**config.mk**
```make
export PLATFORM = sky130hd
export DESIGN_NAME = if_fetch_queue_flat
export DESIGN_NICKNAME = d
export VERILOG_FILES = /design/src/rtl/if_fetch_queue_if.sv /design/src/rtl/if_fetch_queue.sv /design/src/flat_wrapper.sv
export SDC_FILE = /design/constraint.sdc
export NUM_CORES = 1
export LEC_CHECK = 0
export BUFFER_PORTS_ARGS = -buffer_cell sky130_fd_sc_hd__buf_4
export CORE_ASPECT_RATIO = 1.1
export CORE_MARGIN = 3
export CORE_UTILIZATION = 45
export CTS_CLUSTER_DIAMETER = 120
export CTS_CLUSTER_SIZE = 14
export DETAILED_ROUTE_END_ITERATION = 8
export PLACE_DENSITY_LB_ADDON = 0.1
export SLEW_MARGIN = 15
export SYNTH_ARGS = -nofsm -noshare
export SYNTH_HDL_FRONTEND = slang
export SYNTH_SLANG_ARGS = --single-unit
```
**constraint.sdc**
```tcl
create_clock -name clk -period 8.3 [get_ports clk]
set_input_delay 0 -clock clk [delete_from_list [all_inputs] [get_ports clk]]
set_output_delay 0 -clock clk [all_outputs]
set_load 0.02 [all_outputs]
```
**src/rtl/if_fetch_queue_if.sv**
```systemverilog
// ---------------------------------------------------------------------------
// if_fetch_queue_if
// Purpose : groups the three handshake channels of the instruction-fetch
//           queue: PC stage -> fetch, fetch <-> instruction memory, and
//           fetch -> decode.
// Handshake semantics (all channels): a transfer happens on a rising clock
//   edge where both valid and ready are high. The offering side holds its
//   valid high and its payload stable until that transfer happens. The
//   memory response channel has no ready: the fetch queue always takes a
//   response, because credit is reserved when the request is issued.
// Signals :
//   pc_valid/pc_addr/pc_ready                  PC stage offers a word address
//   imem_req_valid/imem_req_addr/imem_req_ready request to instruction memory
//   imem_resp_valid/imem_resp_data             in-order response word
//   inst_valid/inst_data/inst_pc/inst_ready    head entry to decode
// Modports: slave = fetch queue view, master = environment view.
// ---------------------------------------------------------------------------
interface if_fetch_queue_if;
  logic        pc_valid;
  logic [31:0] pc_addr;
  logic        pc_ready;

  logic        imem_req_valid;
  logic [31:0] imem_req_addr;
  logic        imem_req_ready;
  logic        imem_resp_valid;
  logic [31:0] imem_resp_data;

  logic        inst_valid;
  logic [31:0] inst_data;
  logic [31:0] inst_pc;
  logic        inst_ready;

  modport slave (
    input  pc_valid, pc_addr, imem_req_ready, imem_resp_valid, imem_resp_data,
           inst_ready,
    output pc_ready, imem_req_valid, imem_req_addr, inst_valid, inst_data,
           inst_pc
  );

  modport master (
    output pc_valid, pc_addr, imem_req_ready, imem_resp_valid, imem_resp_data,
           inst_ready,
    input  pc_ready, imem_req_valid, imem_req_addr, inst_valid, inst_data,
           inst_pc
  );
endinterface

```
**src/rtl/if_fetch_queue.sv**
```systemverilog
// ---------------------------------------------------------------------------
// if_fetch_queue
// Purpose : instruction-fetch stage behind the PC. Accepts PCs, issues them
//           to instruction memory, remembers the PC of every in-flight
//           request, queues returned words with their PC and presents them
//           to decode. A redirect flush empties the queue and arranges for
//           every stale in-flight response to be discarded on return.
// Ports   :
//   clk    in   clock, all state updates on posedge
//   clr    in   asynchronous active-high reset
//   flush  in   redirect: discard queued and in-flight fetches
//   busy   out  any entry queued, in flight, or still to be dropped
//   bus    slave modport of if_fetch_queue_if (PC, memory, decode channels)
// Parameters: DEPTH (power of 2, 2..16) bounds queued + in-flight entries.
// Optional  : define IF_FETCH_BYPASS_EN to forward a response straight to
//             decode in its arrival cycle when the queue is empty.
// ---------------------------------------------------------------------------
module if_fetch_queue #(
  parameter int DEPTH = 4,
  parameter int PTR_W = $clog2(DEPTH)
) (
  input  logic             clk,
  input  logic             clr,
  input  logic             flush,
  output logic             busy,
  if_fetch_queue_if.slave  bus
);

  localparam int CNT_W = PTR_W + 1;

  logic [31:0]      fifo_pc   [DEPTH];
  logic [31:0]      fifo_data [DEPTH];
  logic [31:0]      tag_q     [DEPTH];

  logic [PTR_W-1:0] wr_ptr, rd_ptr, tag_wr, tag_rd;
  logic [CNT_W-1:0] count, inflight, drop;
  logic [CNT_W:0]   occupancy;

  logic space, req_valid, req_fire;
  logic resp_counted, resp_capture;
  logic fifo_has, byp_valid, byp_take, push, pop;

  // Credit covers both queued words and words still owed by memory, so a
  // returning response always has a FIFO slot waiting for it.
  assign occupancy = {1'b0, count} + {1'b0, inflight};
  assign space     = occupancy < (CNT_W+1)'(DEPTH);

  assign req_valid          = bus.pc_valid & space & ~flush & ~clr;
  assign req_fire           = req_valid & bus.imem_req_ready;
  assign bus.imem_req_valid = req_valid;
  assign bus.imem_req_addr  = bus.pc_addr;
  assign bus.pc_ready       = req_fire;

  // A response is only counted if something is owed; a stray one is ignored.
  assign resp_counted = bus.imem_resp_valid & (inflight != '0);
  assign resp_capture = resp_counted & (drop == '0) & ~flush;

  assign fifo_has = (count != '0);

`ifdef IF_FETCH_BYPASS_EN
  assign byp_valid = resp_capture & ~fifo_has;
`else
  assign byp_valid = 1'b0;
`endif
  // A bypassed word that decode takes immediately never enters the FIFO.
  assign byp_take = byp_valid & bus.inst_ready;
  assign push     = resp_capture & ~byp_take;
  assign pop      = fifo_has & bus.inst_ready & ~flush;

  always_comb begin
    bus.inst_valid = 1'b0;
    bus.inst_data  = '0;
    bus.inst_pc    = '0;
    if (fifo_has) begin
      bus.inst_valid = 1'b1;
      bus.inst_data  = fifo_data[rd_ptr];
      bus.inst_pc    = fifo_pc[rd_ptr];
    end else if (byp_valid) begin
      bus.inst_valid = 1'b1;
      bus.inst_data  = bus.imem_resp_data;
      bus.inst_pc    = tag_q[tag_rd];
    end
  end

  assign busy = fifo_has | (inflight != '0) | (drop != '0);

  always_ff @(posedge clk or posedge clr) begin
    if (clr) begin
      wr_ptr   <= '0;
      rd_ptr   <= '0;
      tag_wr   <= '0;
      tag_rd   <= '0;
      count    <= '0;
      inflight <= '0;
      drop     <= '0;
    end else if (flush) begin
      wr_ptr   <= '0;
      rd_ptr   <= '0;
      tag_wr   <= '0;
      tag_rd   <= '0;
      count    <= '0;
      // Everything still owed after this edge is stale and must be dropped.
      inflight <= inflight - CNT_W'(resp_counted);
      drop     <= inflight - CNT_W'(resp_counted);
    end else begin
      if (req_fire)     tag_wr <= tag_wr + 1'b1;
      if (resp_capture) tag_rd <= tag_rd + 1'b1;
      if (push)         wr_ptr <= wr_ptr + 1'b1;
      if (pop)          rd_ptr <= rd_ptr + 1'b1;
      count    <= count + CNT_W'(push) - CNT_W'(pop);
      inflight <= inflight + CNT_W'(req_fire) - CNT_W'(resp_counted);
      if (resp_counted && (drop != '0)) drop <= drop - 1'b1;
    end
  end

  // Storage needs no reset: occupancy counters gate every read.
  always_ff @(posedge clk) begin
    if (req_fire) tag_q[tag_wr] <= bus.pc_addr;
    if (push) begin
      fifo_pc[wr_ptr]   <= tag_q[tag_rd];
      fifo_data[wr_ptr] <= bus.imem_resp_data;
    end
  end

`ifndef SYNTHESIS
  a_no_stray_resp: assert property (@(posedge clk) disable iff (clr)
    bus.imem_resp_valid |-> (inflight != '0));
  a_inflight_bound: assert property (@(posedge clk) disable iff (clr)
    (inflight <= CNT_W'(DEPTH)) && (drop <= inflight));
  a_count_bound: assert property (@(posedge clk) disable iff (clr)
    occupancy <= (CNT_W+1)'(DEPTH));
`endif

endmodule

```
**src/flat_wrapper.sv**
```systemverilog
// flat-port wrapper written by rule: the top's interface ports become plain ports
module if_fetch_queue_flat 
#(
  parameter int DEPTH = 4,
  parameter int PTR_W = $clog2(DEPTH)
)
  (clk, clr, flush, busy, bus_pc_valid, bus_pc_addr, bus_imem_req_ready, bus_imem_resp_valid, bus_imem_resp_data, bus_inst_ready, bus_pc_ready, bus_imem_req_valid, bus_imem_req_addr, bus_inst_valid, bus_inst_data, bus_inst_pc);
  if_fetch_queue_if bus_i ();
  input  logic clk;
  input  logic clr;
  input  logic flush;
  output logic busy;
  input wire logic [$bits(bus_i.pc_valid)-1:0] bus_pc_valid;
  input wire logic [$bits(bus_i.pc_addr)-1:0] bus_pc_addr;
  input wire logic [$bits(bus_i.imem_req_ready)-1:0] bus_imem_req_ready;
  input wire logic [$bits(bus_i.imem_resp_valid)-1:0] bus_imem_resp_valid;
  input wire logic [$bits(bus_i.imem_resp_data)-1:0] bus_imem_resp_data;
  input wire logic [$bits(bus_i.inst_ready)-1:0] bus_inst_ready;
  output wire logic [$bits(bus_i.pc_ready)-1:0] bus_pc_ready;
  output wire logic [$bits(bus_i.imem_req_valid)-1:0] bus_imem_req_valid;
  output wire logic [$bits(bus_i.imem_req_addr)-1:0] bus_imem_req_addr;
  output wire logic [$bits(bus_i.inst_valid)-1:0] bus_inst_valid;
  output wire logic [$bits(bus_i.inst_data)-1:0] bus_inst_data;
  output wire logic [$bits(bus_i.inst_pc)-1:0] bus_inst_pc;
  assign bus_i.pc_valid = bus_pc_valid;
  assign bus_i.pc_addr = bus_pc_addr;
  assign bus_i.imem_req_ready = bus_imem_req_ready;
  assign bus_i.imem_resp_valid = bus_imem_resp_valid;
  assign bus_i.imem_resp_data = bus_imem_resp_data;
  assign bus_i.inst_ready = bus_inst_ready;
  assign bus_pc_ready = bus_i.pc_ready;
  assign bus_imem_req_valid = bus_i.imem_req_valid;
  assign bus_imem_req_addr = bus_i.imem_req_addr;
  assign bus_inst_valid = bus_i.inst_valid;
  assign bus_inst_data = bus_i.inst_data;
  assign bus_inst_pc = bus_i.inst_pc;
  if_fetch_queue #(.DEPTH(DEPTH), .PTR_W(PTR_W)) u_core (.clk(clk), .clr(clr), .flush(flush), .busy(busy), .bus(bus_i));
endmodule
```
==> results.sh, run 1 <==
export IMPL_hold_end="u_core.tag_wr[1]$_DFFE_PP0P_"
export IMPL_avgSynthCellArea_sq_um=21.3
export IMPL_cts_setup_buffers=0
export IMPL_rsz0062_at_grt="no"
export IMPL_cts_tree="built"
export IMPL_synth_top_cell_by_area="edfxtp_1"
export IMPL_grt_ovfl_total=0
export IMPL_die_h_microns=202
export IMPL_powerDensity_mw_per_mm2=266
export IMPL_startpoint_type="flop"
export IMPL_fin_crit_ps=3330
export IMPL_synth_ff_type="edfxtp_1"
export IMPL_critical_path_cell_chain="ha_1 > or4b_1 > and4bb_1 > inv_1 > ha_1 > inv_1 > ha_1 > fa_1 > xor2_1 > o21ai_0 > xor2_1"
export IMPL_via_count=7427
export IMPL_layout_common_cells="edfxtp_1 (384), buf_4 (173), mux4_2 (96)"
export IMPL_synth_edff_count=384
export IMPL_first_iter_violations=528
export IMPL_async_flop_share=0.0424
export IMPL_p_total_uw=5020
export IMPL_fill_cells=2627
export IMPL_dieArea_sq_mm=0.0372
export IMPL_core_region_area_sq_mm=0.0343
export IMPL_htree_levels=2
export IMPL_antenna_left=0
export IMPL_layout_commonest_cell="edfxtp_1"
export IMPL_slew_headroom=0.271
export IMPL_synthTopCellsByArea="edfxtp_1 (73%), mux4_2 (14%), and2_1 (2.9%)"
export IMPL_leakage_uw=0.00635
export IMPL_r2r_start="u_core.inflight[2]$_DFF_PP0_"
export IMPL_skew_ps=13.5
export IMPL_grt_met2_usage=0.288
export IMPL_crit_required_ps=8740
export IMPL_port_buffers=170
export IMPL_met3_usage=0.0261
export IMPL_hold_path_depth=3
export IMPL_yosysTopAreaCellShare=0.734
export IMPL_grt_pass1_vias=8224
export IMPL_use_met1=0.216
export IMPL_ys_seq_area_frac=0.761
export IMPL_antenna_found_initial=0
export IMPL_dr_pass1_iters=4
export IMPL_die_w_microns=184
export IMPL_busiest_layer="met2"
export IMPL_cpMostUsedCell="ha_1"
export IMPL_num_nets_final=1039
export IMPL_area_growth_synth_to_final_pct=20.1
export IMPL_post_drt_wl_per_cell_microns=21.6
export IMPL_numCtsBuffers=34
export IMPL_syn_cell_area_sq_mm=0.0157
export IMPL_hold_path_class="in -> reg"
export IMPL_n_antenna_cell=0
export IMPL_finalHoldViolCount=0
export IMPL_cts_clk_slew_worst_paths_ps=70
export IMPL_timing_rr_end="u_core.inflight[2]$_DFF_PP0_"
export IMPL_cap_viol_max_count=0
export IMPL_critPathMaxFanout=8
export IMPL_syn_nets=827
export IMPL_drc=0
export IMPL_max_freq_ghz=0.300
export IMPL_clk_path_buf_depth=3
export IMPL_cp_arrival_ps=3770
export IMPL_fin_util=0.550
export IMPL_dp_hpwl_mm=16.5
export IMPL_io_pins=171
export IMPL_status="completed"
export IMPL_ff2ff_setup_slack_ps=4970
export IMPL_clk_latency_ps=510
export IMPL_place_gp_congestion=0.725
export IMPL_rows=71
export IMPL_clkSinkCount=401
export IMPL_cp_end_kind="flop"
export IMPL_rr_worst_depth=11
export IMPL_tightest_slew_ps=1090
export IMPL_period_share=0.402
export IMPL_layout_drive_gt1_share=0.335
export IMPL_synth_cell_types=38
export IMPL_yosysWarnings=0
export IMPL_grt_first_pass_wirelength_mm=46.7
export IMPL_slowest_delay_ps=530
export IMPL_cts_root_buf="clkbuf_16"
export IMPL_syn_inst=736
export IMPL_initial_utilization=0.458
export IMPL_grt_start_max_net_pins=66
export IMPL_finalSetupTns_ps=0
export IMPL_synth_seq_cells=401
export IMPL_drv_slew=0
export IMPL_setup_viol=0
export IMPL_ir_worst_vdd_uv=143
export IMPL_drt_total_wl_mm=30.2
export IMPL_holdWs_ps=108
export IMPL_routed_via_density=5.31
export IMPL_slowest_stage="or4b_1"
export IMPL_crit_start="u_core.inflight[2]$_DFF_PP0_"
export IMPL_min_delay_start="bus_imem_req_ready"
export IMPL_grt_usage=0.163
export IMPL_crit_type="reg -> reg"
## worst max-delay path: cells and delay by family (launching register included)
kind / cells / cell delay, ps
AO/OA/AOI/OAI: 1 / 200
XOR/XNOR: 2 / 330
adder cells (fa/ha/maj): 4 / 1140
buffers and inverters: 2 / 120
flip-flops: 1 / 460
AND/OR/NAND/NOR: 2 / 1010
## how the worst max path moves through the flow
stage	to	slack, ps	cells past startpoint
4_1_cts	u_core.inflight[2]$_DFF_PP0_	4990	11
5_1_grt	u_core.inflight[2]$_DFF_PP0_	4810	11
3_5_place_dp	u_core.inflight[2]$_DFF_PP0_	5000	11
6_report	u_core.inflight[2]$_DFF_PP0_	4970	11
3_3_place_gp	u_core.inflight[2]$_DFF_PP0_	5080	11
2_1_floorplan	u_core.fifo_data[0][0]$_DFFE_PP_	5160	6
## synthesized netlist by cell type, types with 2 or more instances
cell	number
o31ai_1	2
buf_1	2
nor2b_1	3
dfrtp_1	17
nor3_1	3
nor2_1	7
a21oi_1	6
nand2b_1	4
xor2_1	4
nand3_1	3
fa_1	2
buf_4	33
mux2i_1	2
xnor2_1	3
inv_1	19
nand2_1	3
mux4_2	96
edfxtp_1	384
o31a_1	2
clkbuf_1	20
buf_2	11
o21ai_0	6
and2_1	72
ha_1	18
## final cells by class
class	instances	area [sq um]	share of cell area
tap	438	548	0.0291
clock inverter	1	7.51	0.000398
sequential	401	12000	0.635
inverter	20	75.1	0.00398
multi-input combinational	249	3300	0.175
timing repair buffer	242	1990	0.106
clock buffer	48	967	0.0513
## logic make-up (layout without fill, tap and decap cells)
group	count (synthesis)	count (layout)	share of synthesized area
buffers and inverters	86	311	0.0293
AND/OR/NAND/NOR	103	103	0.0399
adder cells (fa/ha/maj)	20	20	0.0169
flip-flops	401	401	0.761
AO/OA/AOI/OAI	20	20	0.00885
XOR/XNOR	7	7	0.00390
multiplexers	99	99	0.140
## per-layer routing
| layer | routed length [microns] | part of all wire |
|---|---|---|
| met5 | 0 | 0 |
| met4 | 488 | 0.016 |
| met3 | 1320 | 0.044 |
| met2 | 15600 | 0.52 |
| met1 | 12800 | 0.42 |
## what timing repair did
action | CTS | global route
hold buffers | 69 | 0
resized for setup | 0 | 0
endpoints found under the hold margin | 290 | 0
## stage by stage
step / worst slack, ps / std cells / area, sq um
global route: 4810 / 1399 / 18900
global placement: 5080 / 1281 / 17200
CTS: 4990 / 1399 / 18900
floorplan: 5160 / 736 / 15700
detailed placement: 5000 / 1281 / 17200
finish: 4970 / 1399 / 18900
## where the power goes
part	switching [uW]	internal [uW]	leakage (uW)
registers	66.6	2290	0.00367
clock network	653	805	0.000469
logic	646	560	0.00221
total	1370	3650	0.00635
## registers in the layout (all words and copies together), names as in the netlist
| register | flops |
|---|---|
| u_core.fifo_data | 128 |
| u_core.fifo_pc | 128 |
| u_core.tag_q | 128 |
| u_core.count | 3 |
| u_core.drop | 3 |
| u_core.inflight | 3 |
| u_core.rd_ptr | 2 |
| u_core.tag_rd | 2 |
| u_core.tag_wr | 2 |
| u_core.wr_ptr | 2 |
Power figures use the tool's default switching activity.
==> run 2, diff against run 1 <==
--- a/config.mk
+++ b/config.mk
@@ -5,6 +5,7 @@
 export SDC_FILE = /design/constraint.sdc
 export NUM_CORES = 1
 export LEC_CHECK = 0
+export ABC_AREA = 1
 export BUFFER_PORTS_ARGS = -buffer_cell sky130_fd_sc_hd__buf_4
 export CORE_ASPECT_RATIO = 1.1
 export CORE_MARGIN = 3
==> constraint.sdc (replaced) <==
create_clock -name clk -period 3.24 [get_ports clk]
set_input_delay 0 -clock clk [delete_from_list [all_inputs] [get_ports clk]]
set_output_delay 0 -clock clk [all_outputs]
set_load 0.02 [all_outputs]
==> run 2 against run 1 <==
  * Clock skew shrank 4.2 ps
  * First-iteration DRC count grew 31%
  * Synthesized area grew 2.4%
  * Clock power grew to 2.6 times the previous value
  * Flip-flop and latch count is the same
  * Cell count grew 39%
  * Final area grew 2.8%
  * Setup slack lost 4300 ps
  * Synthesized cell count grew 72%
  * Critical path type unchanged
==> results.sh, run 2 <==
export IMPL_dieArea_sq_mm=0.0380
export IMPL_pre_cts_ws_ps=708
export IMPL_skew_ps=9.27
export IMPL_holdWs_ps=180
export IMPL_avgSynthCellArea_sq_um=12.7
export IMPL_grt_pass1_vias=9754
export IMPL_die_h_microns=204
export IMPL_max_freq_ghz=0.393
export IMPL_ys_seq_area_frac=0.743
export IMPL_synth_cell_types=25
export IMPL_drc=0
export IMPL_grt_usage=0.182
export IMPL_cp_end_kind="flop"
export IMPL_syn_nets=1354
export IMPL_intPower_uw=9730
export IMPL_fin_crit_ps=2540
export IMPL_clkSinkCount=401
export IMPL_first_iter_violations=690
export IMPL_layout_common_cells="edfxtp_1 (384), nor2_1 (331), o21ai_0 (200)"
export IMPL_dp_cells=1831
export IMPL_grt_first_pass_wirelength_mm=53.8
export IMPL_syn_inst=1263
export IMPL_dp_hpwl_mm=19.3
export IMPL_tightest_slew_ps=898
export IMPL_p_sw_frac=0.337
export IMPL_p_switching_uw=4940
export IMPL_ff2ff_setup_slack_ps=700
export IMPL_setup_ws_ps=699
export IMPL_synth_seq_cells=401
export IMPL_powerDensity_mw_per_mm2=757
export IMPL_clk_latency_ps=510
export IMPL_place_gp_congestion=0.742
export IMPL_crit_required_ps=3620
export IMPL_slowest_delay_ps=430
export IMPL_setup_viol=0
export IMPL_leakage_uw=0.00698
export IMPL_synth_common_cells="edfxtp_1 (384), nor2_1 (339), o21ai_0 (200), a21oi_1 (67), buf_4 (44)"
export IMPL_grt_start_max_net_pins=130
export IMPL_clk_path_buf_depth=3
export IMPL_yosysMostFrequentCell="edfxtp_1"
export IMPL_synth_edff_count=384
export IMPL_n_antenna_cell=0
export IMPL_yosysWarnings=0
export IMPL_drv_slew=0
export IMPL_rr_worst_depth=13
export IMPL_period_share=0.784
export IMPL_slew_headroom=0.401
export IMPL_antenna_found_initial=0
export IMPL_synth_top_cell_by_area="edfxtp_1"
export IMPL_grt_ovfl_total=0
export IMPL_syn_cell_area_sq_mm=0.0161
export IMPL_cap_viol_max_count=0
export IMPL_comb_power_share=0.322
export IMPL_synth_ff_type="edfxtp_1"
export IMPL_slowest_stage="dfrtp_1"
export IMPL_layout_commonest_cell="edfxtp_1"
export IMPL_synthTopCellsByArea="edfxtp_1 (72%), nor2_1 (7.9%), o21ai_0 (6.2%)"
export IMPL_status="completed"
export IMPL_p_seq_frac=0.423
export IMPL_critical_path_cell_chain="ha_1 > nor2_1 > nand2_1 > inv_1 > nand3_1 > ha_1 > inv_1 > ha_1 > fa_1 > xor2_1 > nand2_1 > nand2_1 > o21ai_0"
export IMPL_initial_utilization=0.463
export IMPL_ir_worst_vdd_uv=503
export IMPL_p_clk_frac=0.255
export IMPL_cp_arrival_ps=2920
export IMPL_stdcell_count=1951
export IMPL_rsz0062_at_grt="no"
export IMPL_die_w_microns=186
export IMPL_post_drt_wl_per_cell_microns=17.8
export IMPL_reg_top3="u_core.fifo_data (128), u_core.fifo_pc (128), u_core.tag_q (128)"
export IMPL_critPathMaxFanout=5
export IMPL_drt_total_wl_mm=34.7
export IMPL_num_nets_final=1555
export IMPL_finalHoldViolCount=0
export IMPL_rows=71
export IMPL_io_pins=171
export IMPL_cts_tree="built"
export IMPL_cts_root_buf="clkbuf_16"
export IMPL_yosysTopAreaCellShare=0.717
export IMPL_via_count=9913
export IMPL_fin_util=0.558
export IMPL_core_region_area_sq_mm=0.0347
export IMPL_async_flop_share=0.0424
export IMPL_htree_levels=2
export IMPL_crit_type="reg -> reg"
export IMPL_numCtsBuffers=34
export IMPL_post_cts_resize_count=0
export IMPL_routed_via_density=5.08
export IMPL_dr_pass1_iters=5
export IMPL_hold_path_class="in -> async"
export IMPL_layout_drive_gt1_share=0.172
export IMPL_antenna_left=0
export IMPL_area_growth_synth_to_final_pct=20.5
export IMPL_p_total_uw=14700
export IMPL_startpoint_type="flop"
export IMPL_cts_clk_slew_worst_paths_ps=70
export IMPL_port_buffers=170
==> run 2: cell count changes after synthesis, moves of 23 or more <==
cell / before / now
a21oi_1: 6 / 67
and2_1: 72 / 0
inv_1: 19 / 42
mux4_2: 96 / 0
nand2_1: 3 / 30
nor2_1: 7 / 339
o21ai_0: 6 / 200
o22ai_1: 0 / 32
==> run 2: routing by layer <==
metal	track usage	vias up	share of wire
li1	-	4829	-
met1	0.254	4814	0.45
met2	0.305	228	0.48
met3	0.0240	42	0.049
met4	0.0489	0	0.020
met5	0	-	0
==> run 2: cell families (layout without fill, tap and decap cells) <==
family,Yosys count,after routing,synth area share
DFF,401,401,0.743
adders and majority gates,20,20,0.0165
buffers and inverters,147,361,0.0482
and+or+nand+nor,389,389,0.0931
xor gates and xnor gates,4,4,0.00218
AOI/OAI and AO/OA,302,302,0.0965
==> run 2: critical path, delay by kind of cell, from the launching register on <==
family / cells / cell delay (ps)
buffers and inverters: 2 / 90
flip-flops: 1 / 430
AO/OA/AOI/OAI: 1 / 60
adder cells (fa/ha/maj): 4 / 1230
XOR/XNOR: 1 / 210
AND/OR/NAND/NOR: 5 / 390
==> run 2: final timing paths <==
path | from | to
worst max-delay path | u_core.inflight[2]$_DFF_PP0_ | u_core.inflight[2]$_DFF_PP0_
worst min register to register | u_core.drop[2]$_DFFE_PP0P_ | u_core.drop[2]$_DFFE_PP0P_
max in group asynchronous | clr | u_core.rd_ptr[0]$_DFFE_PP0P_
min in group clk | bus_pc_addr[16] | u_core.tag_q[1][16]$_DFFE_PP_
worst min-delay path | clr | u_core.count[1]$_DFF_PP0_
worst max register to register | u_core.inflight[2]$_DFF_PP0_ | u_core.inflight[2]$_DFF_PP0_
==> run 2: what timing repair did <==
| action | CTS | global route |
|---|---|---|
| setup buffers | 0 | 0 |
| hold endpoints to repair | 286 | 0 |
| endpoints found under the setup margin | 0 | 0 |
| hold buffers | 71 | 0 |
==> run 2: area by class of cell <==
cell class	instances	area, sq um
clock inverter	1	6.26
multi-input combinational	715	3410
tap	474	593
clock buffer	48	967
inverter	43	163
fill	2865	15300
sequential	401	12000
timing repair buffer	269	2280
==> run 2: power by group through the flow <==
| stage | Clock (uW) | Sequential [uW] | Combinational, uW |
|---|---|---|---|
| after floorplan | 0 | 6310 | 2890 |
| after global placement | 0 | 6310 | 4700 |
| after detailed placement | 0 | 6320 | 4760 |
| after CTS | 3860 | 6210 | 4830 |
| after global routing | 4100 | 6220 | 5230 |
| final | 3740 | 6210 | 4720 |
==> run 2: stage by stage <==
stage | TNS [ps] | instance area (sq um)
finish | 0 | 19400
global route | 0 | 19400
CTS | 0 | 19400
detailed placement | 0 | 17700
global placement | 0 | 17700
floorplan | -253440 | 16100
